File: config.mk
export PLATFORM = sky130hd
export DESIGN_NAME = lsu_subword
export DESIGN_NICKNAME = d
export VERILOG_FILES = /design/src/rtl/lsu_subword.sv
export SDC_FILE = /design/constraint.sdc
export NUM_CORES = 1
export LEC_CHECK = 0
export ABC_AREA = 1
export CAP_MARGIN = 20
export CORE_MARGIN = 1
export CORE_UTILIZATION = 45
export DETAILED_ROUTE_END_ITERATION = 8
export HOLD_SLACK_MARGIN = 0.15
export PLACE_DENSITY = 0.9
export SLEW_MARGIN = 20
export SYNTH_ARGS = -nofsm -noshare
export SYNTH_HDL_FRONTEND = slang
export SYNTH_SLANG_ARGS = --single-unit
File: constraint.sdc
create_clock -name clk -period 5.15 [get_ports clk]
set_clock_uncertainty 0.05 [all_clocks]
set_input_delay 1.03 -clock clk [delete_from_list [all_inputs] [get_ports clk]]
set_output_delay 1.03 -clock clk [all_outputs]
set_load 0.02 [all_outputs]
File: src/rtl/lsu_subword.sv
// Load/store formatting stage in front of a word-wide, 1-cycle-read data memory.
// Optional LSU_MISALIGN_TRAP_EN: fault on misaligned/illegal requests instead of force-aligning.
module lsu_subword #(
   parameter int unsigned AW   = 10,
   parameter int unsigned XLEN = 32
) (
   input  logic            clk,
   input  logic            rst_n,
   input  logic            req_valid,
   input  logic            req_we,
   input  logic [1:0]      req_size,
   input  logic            req_unsigned,
   input  logic [XLEN-1:0] req_addr,
   input  logic [XLEN-1:0] req_wdata,
   output logic            stall,
   output logic [XLEN-1:0] rdata,
   output logic            rdata_valid,
   output logic            fault,
   output logic [AW-1:0]   mem_addr,
   output logic            mem_we,
   output logic [XLEN-1:0] mem_wdata,
   input  logic [XLEN-1:0] mem_rdata
);

   typedef enum logic [1:0] {
      StIdle,
      StLoadResp,
      StRmwWrite
   } state_e;

   state_e          state_q, state_d;
   logic [1:0]      off_q;
   logic [1:0]      size_q;
   logic            uns_q;
   logic [15:0]     wdata_q;
   logic [AW-1:0]   idx_q;

   logic [1:0]      eff_size;
   logic [1:0]      eff_off;
   logic            illegal;
   logic            accept;
   logic [7:0]      byte_v;
   logic [15:0]     half_v;
   logic [XLEN-1:0] load_ext;
   logic [XLEN-1:0] merged;

   logic unused_addr;
   assign unused_addr = ^{req_addr[XLEN-1:AW+2], req_wdata[XLEN-1:16]};

`ifdef LSU_MISALIGN_TRAP_EN
   always_comb begin
      eff_size = req_size;
      eff_off  = req_addr[1:0];
      unique case (req_size)
         2'b00:   illegal = 1'b0;
         2'b01:   illegal = req_addr[0];
         2'b10:   illegal = (req_addr[1:0] != 2'b00);
         default: illegal = 1'b1;
      endcase
   end
`else
   // Misaligned accesses are force-aligned; size 11 behaves as a word.
   always_comb begin
      illegal = 1'b0;
      unique case (req_size)
         2'b00: begin
            eff_size = 2'b00;
            eff_off  = req_addr[1:0];
         end
         2'b01: begin
            eff_size = 2'b01;
            eff_off  = {req_addr[1], 1'b0};
         end
         default: begin
            eff_size = 2'b10;
            eff_off  = 2'b00;
         end
      endcase
   end
`endif

   assign accept = (state_q == StIdle) && req_valid && !illegal;

   always_comb begin
      byte_v = mem_rdata[{off_q, 3'b000} +: 8];
      half_v = mem_rdata[{off_q[1], 4'b0000} +: 16];
      unique case (size_q)
         2'b00:   load_ext = uns_q ? {{(XLEN-8){1'b0}}, byte_v}
                                   : {{(XLEN-8){byte_v[7]}}, byte_v};
         2'b01:   load_ext = uns_q ? {{(XLEN-16){1'b0}}, half_v}
                                   : {{(XLEN-16){half_v[15]}}, half_v};
         default: load_ext = mem_rdata;
      endcase
   end

   // Read-modify-write merge: only the addressed lane(s) change.
   always_comb begin
      merged = mem_rdata;
      if (size_q == 2'b00) begin
         merged[{off_q, 3'b000} +: 8] = wdata_q[7:0];
      end else begin
         merged[{off_q[1], 4'b0000} +: 16] = wdata_q;
      end
   end

   always_comb begin
      state_d     = state_q;
      stall       = 1'b0;
      rdata       = '0;
      rdata_valid = 1'b0;
      fault       = 1'b0;
      mem_addr    = idx_q;
      mem_we      = 1'b0;
      mem_wdata   = '0;
      unique case (state_q)
         StIdle: begin
            mem_addr = req_addr[AW+1:2];
            if (req_valid) begin
               if (illegal) begin
                  fault = 1'b1;
               end else if (req_we && eff_size == 2'b10) begin
                  mem_we    = 1'b1;
                  mem_wdata = req_wdata;
               end else begin
                  stall   = 1'b1;
                  state_d = req_we ? StRmwWrite : StLoadResp;
               end
            end
         end
         StLoadResp: begin
            rdata       = load_ext;
            rdata_valid = 1'b1;
            state_d     = StIdle;
         end
         StRmwWrite: begin
            mem_we    = 1'b1;
            mem_wdata = merged;
            state_d   = StIdle;
         end
         default: state_d = StIdle;
      endcase
   end

   always_ff @(posedge clk or negedge rst_n) begin
      if (!rst_n) begin
         state_q <= StIdle;
         off_q   <= '0;
         size_q  <= '0;
         uns_q   <= 1'b0;
         wdata_q <= '0;
         idx_q   <= '0;
      end else begin
         state_q <= state_d;
         if (accept) begin
            off_q   <= eff_off;
            size_q  <= eff_size;
            uns_q   <= req_unsigned;
            wdata_q <= req_wdata[15:0];
            idx_q   <= req_addr[AW+1:2];
         end
      end
   end

endmodule

# Word-level counts from Yosys, hierarchy flattened
# Cells that the tools add are included.
# totals
register_bits	33
input_bits	103
wordCells	51
# classes
add_sub_neg	2
eq_ne	7
n_shift	6
n_mux	24
reduce_logical	6
# ops
op	count
$mux W32	6
$pmux W32 S2	2
$bwmux W32	2
$shift A16 B7 Y32 const A	1
$shift A8 B7 Y32 const A	1
$shiftx A16 B7 Y32	1
$shiftx A32 B6 Y16	1
$shiftx A32 B6 Y8	1
$shiftx A8 B7 Y32	1
$neg A5 Y7	2
$mux W10	1
$mux W2	4
$pmux W2 S2	2
$eq A2 B1 Y1 const B	3
$logic_not A2 Y1	3
$mux W1	6
$eq A2 B2 Y1 const B	2
$ne A2 B2 Y1 const B	2
$logic_and A1 B1 Y1	2
$pmux W1 S2	1
$reduce_and A2 Y1	1

# Logic depth before layout (Yosys ltp)
# logic_depth
ltp_word	7
depth_mapped	9
mapped_depth_nobuf	7

# Worst setup path before layout
# Ideal clock, no wire load.
# synth_path
path_kind	register to output
startpoint	reg off_q[1]
endpoint	out mem_wdata[10]
arrival_ns	2.056
setup_slack_ns	2.014
path_stages_with_launch	9
path_buffers	2
cell_sequence	dfrtp_1 > inv_2 > clkbuf_1 > ha_1 > clkbuf_1 > nand2_1 > nor3_1 > nor2_1 > o22ai_1
# synth_via
elab_chain_cells	5
word_cells_on_any_way	10
classes_between	2 x add/sub; 4 x shift; 4 x mux
# synth_lines
item	line	rtl
start: declaration	32	logic [1:0] off_q;
start signal: assignment	155	off_q <= eff_off;
$neg A5 Y7, on equally long branches	102, 100	
$shiftx A16 B7 Y32, or another cell as far along	102	merged[{off_q[1], 4'b0000} +: 16] = wdata_q;
$bwmux W32, on equally long branches	102, 100	
$mux W32 *	99	if (size_q == 2'b00) begin
$pmux W32 S2 *	115	unique case (state_q)
end: declaration	21	output logic [XLEN-1:0] mem_wdata,
# Every way passes the cells marked *; elsewhere a longest branch is shown, timed or not.

# Worst setup path after layout
# layout_path
startpoint	reg off_q[1]
endpoint	out mem_wdata[0]
# Same word-level chain as after synthesis.

==> reports/metrics.cfg <==
[outcome]
status=finished clean

[synth]
avgSynthCellArea_um2=6.14
ys_ff_latch=33
synthCells=595
synth_top_area_share=0.226
synth_area_um2=3650
synth_cell_type_count=30
yosysWarnings=0
ys_seq_area_frac=0.226
synth_nets=703
synth_area_leaders=dfrtp_1 (23%), nand2_1 (13%), o221ai_1 (9.6%)
yosys.area.top_type=dfrtp_1

[floorplanning]
start_util=0.470
fp-row-count=32
die_w_um=92.1
ios=181
core_um2=7770
die_area_um2=8480
die_h_um=92.1

[clocking]
post_cts_resized=0
htreeDepth=2
numCtsBuffers=5
ctsHoldBuffers=0
clkTransAtPathRegs_ps=70
clock_latency_ps=280
cts-root-buf=clkbuf_8
clock_path_buffers=2
tritoncts=done
clock-sinks=33
post_cts_buffers=0

[critical_path]
cp-end-kind=primary output
worstPathArrival_ps=3160
crit_required_ps=4070
cp_max_fo=27
startpoint_type=flop
worstSetupPathType=reg -> out

[grt]
grt_pass1_wl_um=21300
gr-total-overflow=0
groute.usage.overall=0.313
antenna_found_initial=0
grt_pass1_vias=4265
grt_max_degree=63

[sta]
rsz0062_at_grt=no
slew_headroom=0.318
tns_ps=0
finalHoldViolations=0
max_clock_freq_mhz=236
worst_slack_ps=913
setup_viol=0
worst_slew_pin_slew_ps=1020
drv_slew=0
min_period_over_period=0.823
period_minus_slack_ps=4240

[flow_run]
drv_cap=0

[power]
p_leak_nw=2.26
netSwitchingFraction=0.428
pwr-share-seq=0.299
ir_drop_uv=197
switchingPower_mw=0.475
powerDensity_nw_per_um2=209
internal_power_mw=0.635
combPwrFrac=0.522
clkPwrFrac=0.179

[detailed_routing]
first_iter_violations=533
via_per_inst=5.72
drtPass1Iterations=6
postRouteAntennaNets=0
postRouteWirelength_um=13400
wl_per_cell_um=16.2
vias=4710
drc=0

[placement]
place_ws_ps=961
gp_congestion=0.936
dpl.hpwl_um=10200
port_buffers=159

[cells_and_area]
drive_gt1_frac=0.0568
fin_nets=830
area_growth_pct=45.3
diodes=0

[worst_hold_path]
min_path_type=reg -> reg

metrics by stage:
stage	power, mW	hold WS (ps)	utilization	cell area, µm²	instances
floorplan	0.680	409	-	3650	595
global route	1.18	481	0.683	5300	824
finish	1.11	446	0.683	5300	824
CTS	1.10	448	0.683	5300	824
global placement	0.889	422	0.672	5220	817
detailed placement	0.904	432	0.672	5220	817
cells in the mapped netlist:
library cell and instances:
o21a_1 1, conb_1 1, o22ai_1 4, inv_2 6
o21ai_0 64, buf_6 1, nand3_1 55, o21ai_1 26
nand2_1 125, dfrtp_1 33, inv_1 66, o31ai_1 1
nand4_4 1, o221ai_1 40, nand3_2 3, nand2_2 1
a31oi_1 1, a21oi_1 54, nor2_1 38, nor2_4 11
ha_1 5, buf_1 4, buf_2 18, buf_4 1
o211ai_1 5, nor3_1 4, nor2_2 2, buf_8 1
clkbuf_1 22, nand2_4 1
cell type report:
cell class	count	area (µm²)
Fill cell	665	2460
Multi-Input combinational cell	443	2340
Timing Repair Buffer	167	1650
Sequential cell	33	827
Inverter	72	270
Tap cell	102	128
Clock buffer	7	86.3
registers in the layout (all words and copies together) (netlist names):
| name | cells |
|---|---|
| wdata_q | 16 |
| idx_q | 10 |
| off_q | 2 |
| size_q | 2 |
| state_q | 2 |
| uns_q | 1 |
worst paths after layout:
kind,depth (start not counted),startpoint,slack (ps),endpoint
setup / recovery,7,off_q[1],910,mem_wdata[0]
hold / removal,2,idx_q[6],450,idx_q[6]
setup reg to reg,6,state_q[0],3100,size_q[1]
hold reg to reg,2,idx_q[6],450,idx_q[6]
max in group asynchronous,2,rst_n,3620,off_q[1]
min in group asynchronous,2,rst_n,1090,idx_q[0]
metal layers:
metal | vias up | wire length [µm] | GRT usage
met5 | - | 0 | 0
met4 | 0 | 202 | 0.0781
met3 | 18 | 1540 | 0.0738
met2 | 278 | 6160 | 0.525
met1 | 2131 | 5480 | 0.404
li1 | 2283 | - | -
cells by family after synthesis:
kind of cell | share of synthesized area
buffers and inverters | 0.135
AO/OA/AOI/OAI | 0.316
flip-flops | 0.226
other | 0.00103
AND/OR/NAND/NOR | 0.305
adder cells (fa/ha/maj) | 0.0171
critical path, cell delays in order (launching register included):
cell and delay (ps):
dfrtp_2 600, inv_2 370, ha_1 450, nand3_1 320, o221ai_1 240, nand3_1 100
nand2_1 140, clkdlybuf4s50_1 640
power by group through the flow:
stage / Combinational (mW) / Clock, mW / Sequential (mW)
floorplan: 0.362 / 0 / 0.319
detailed placement: 0.569 / 0 / 0.335
global placement: 0.557 / 0 / 0.332
finish: 0.579 / 0.199 / 0.332
CTS: 0.572 / 0.203 / 0.330
global route: 0.633 / 0.213 / 0.335
layout by cell type (no fill, tap or decap), drive strengths merged:
cell / instances
a21oi: 54
a31oi: 1
buf: 8
clkbuf: 7
clkdlybuf4s50: 159
conb: 1
dfrtp: 33
ha: 5
inv: 72
nand2: 127
nand3: 58
nand4: 1
nor2: 51
nor3: 4
o211ai: 5
o21a: 1
o21ai: 90
o221ai: 40
o22ai: 4
o31ai: 1
Power figures use the tool's default switching activity.
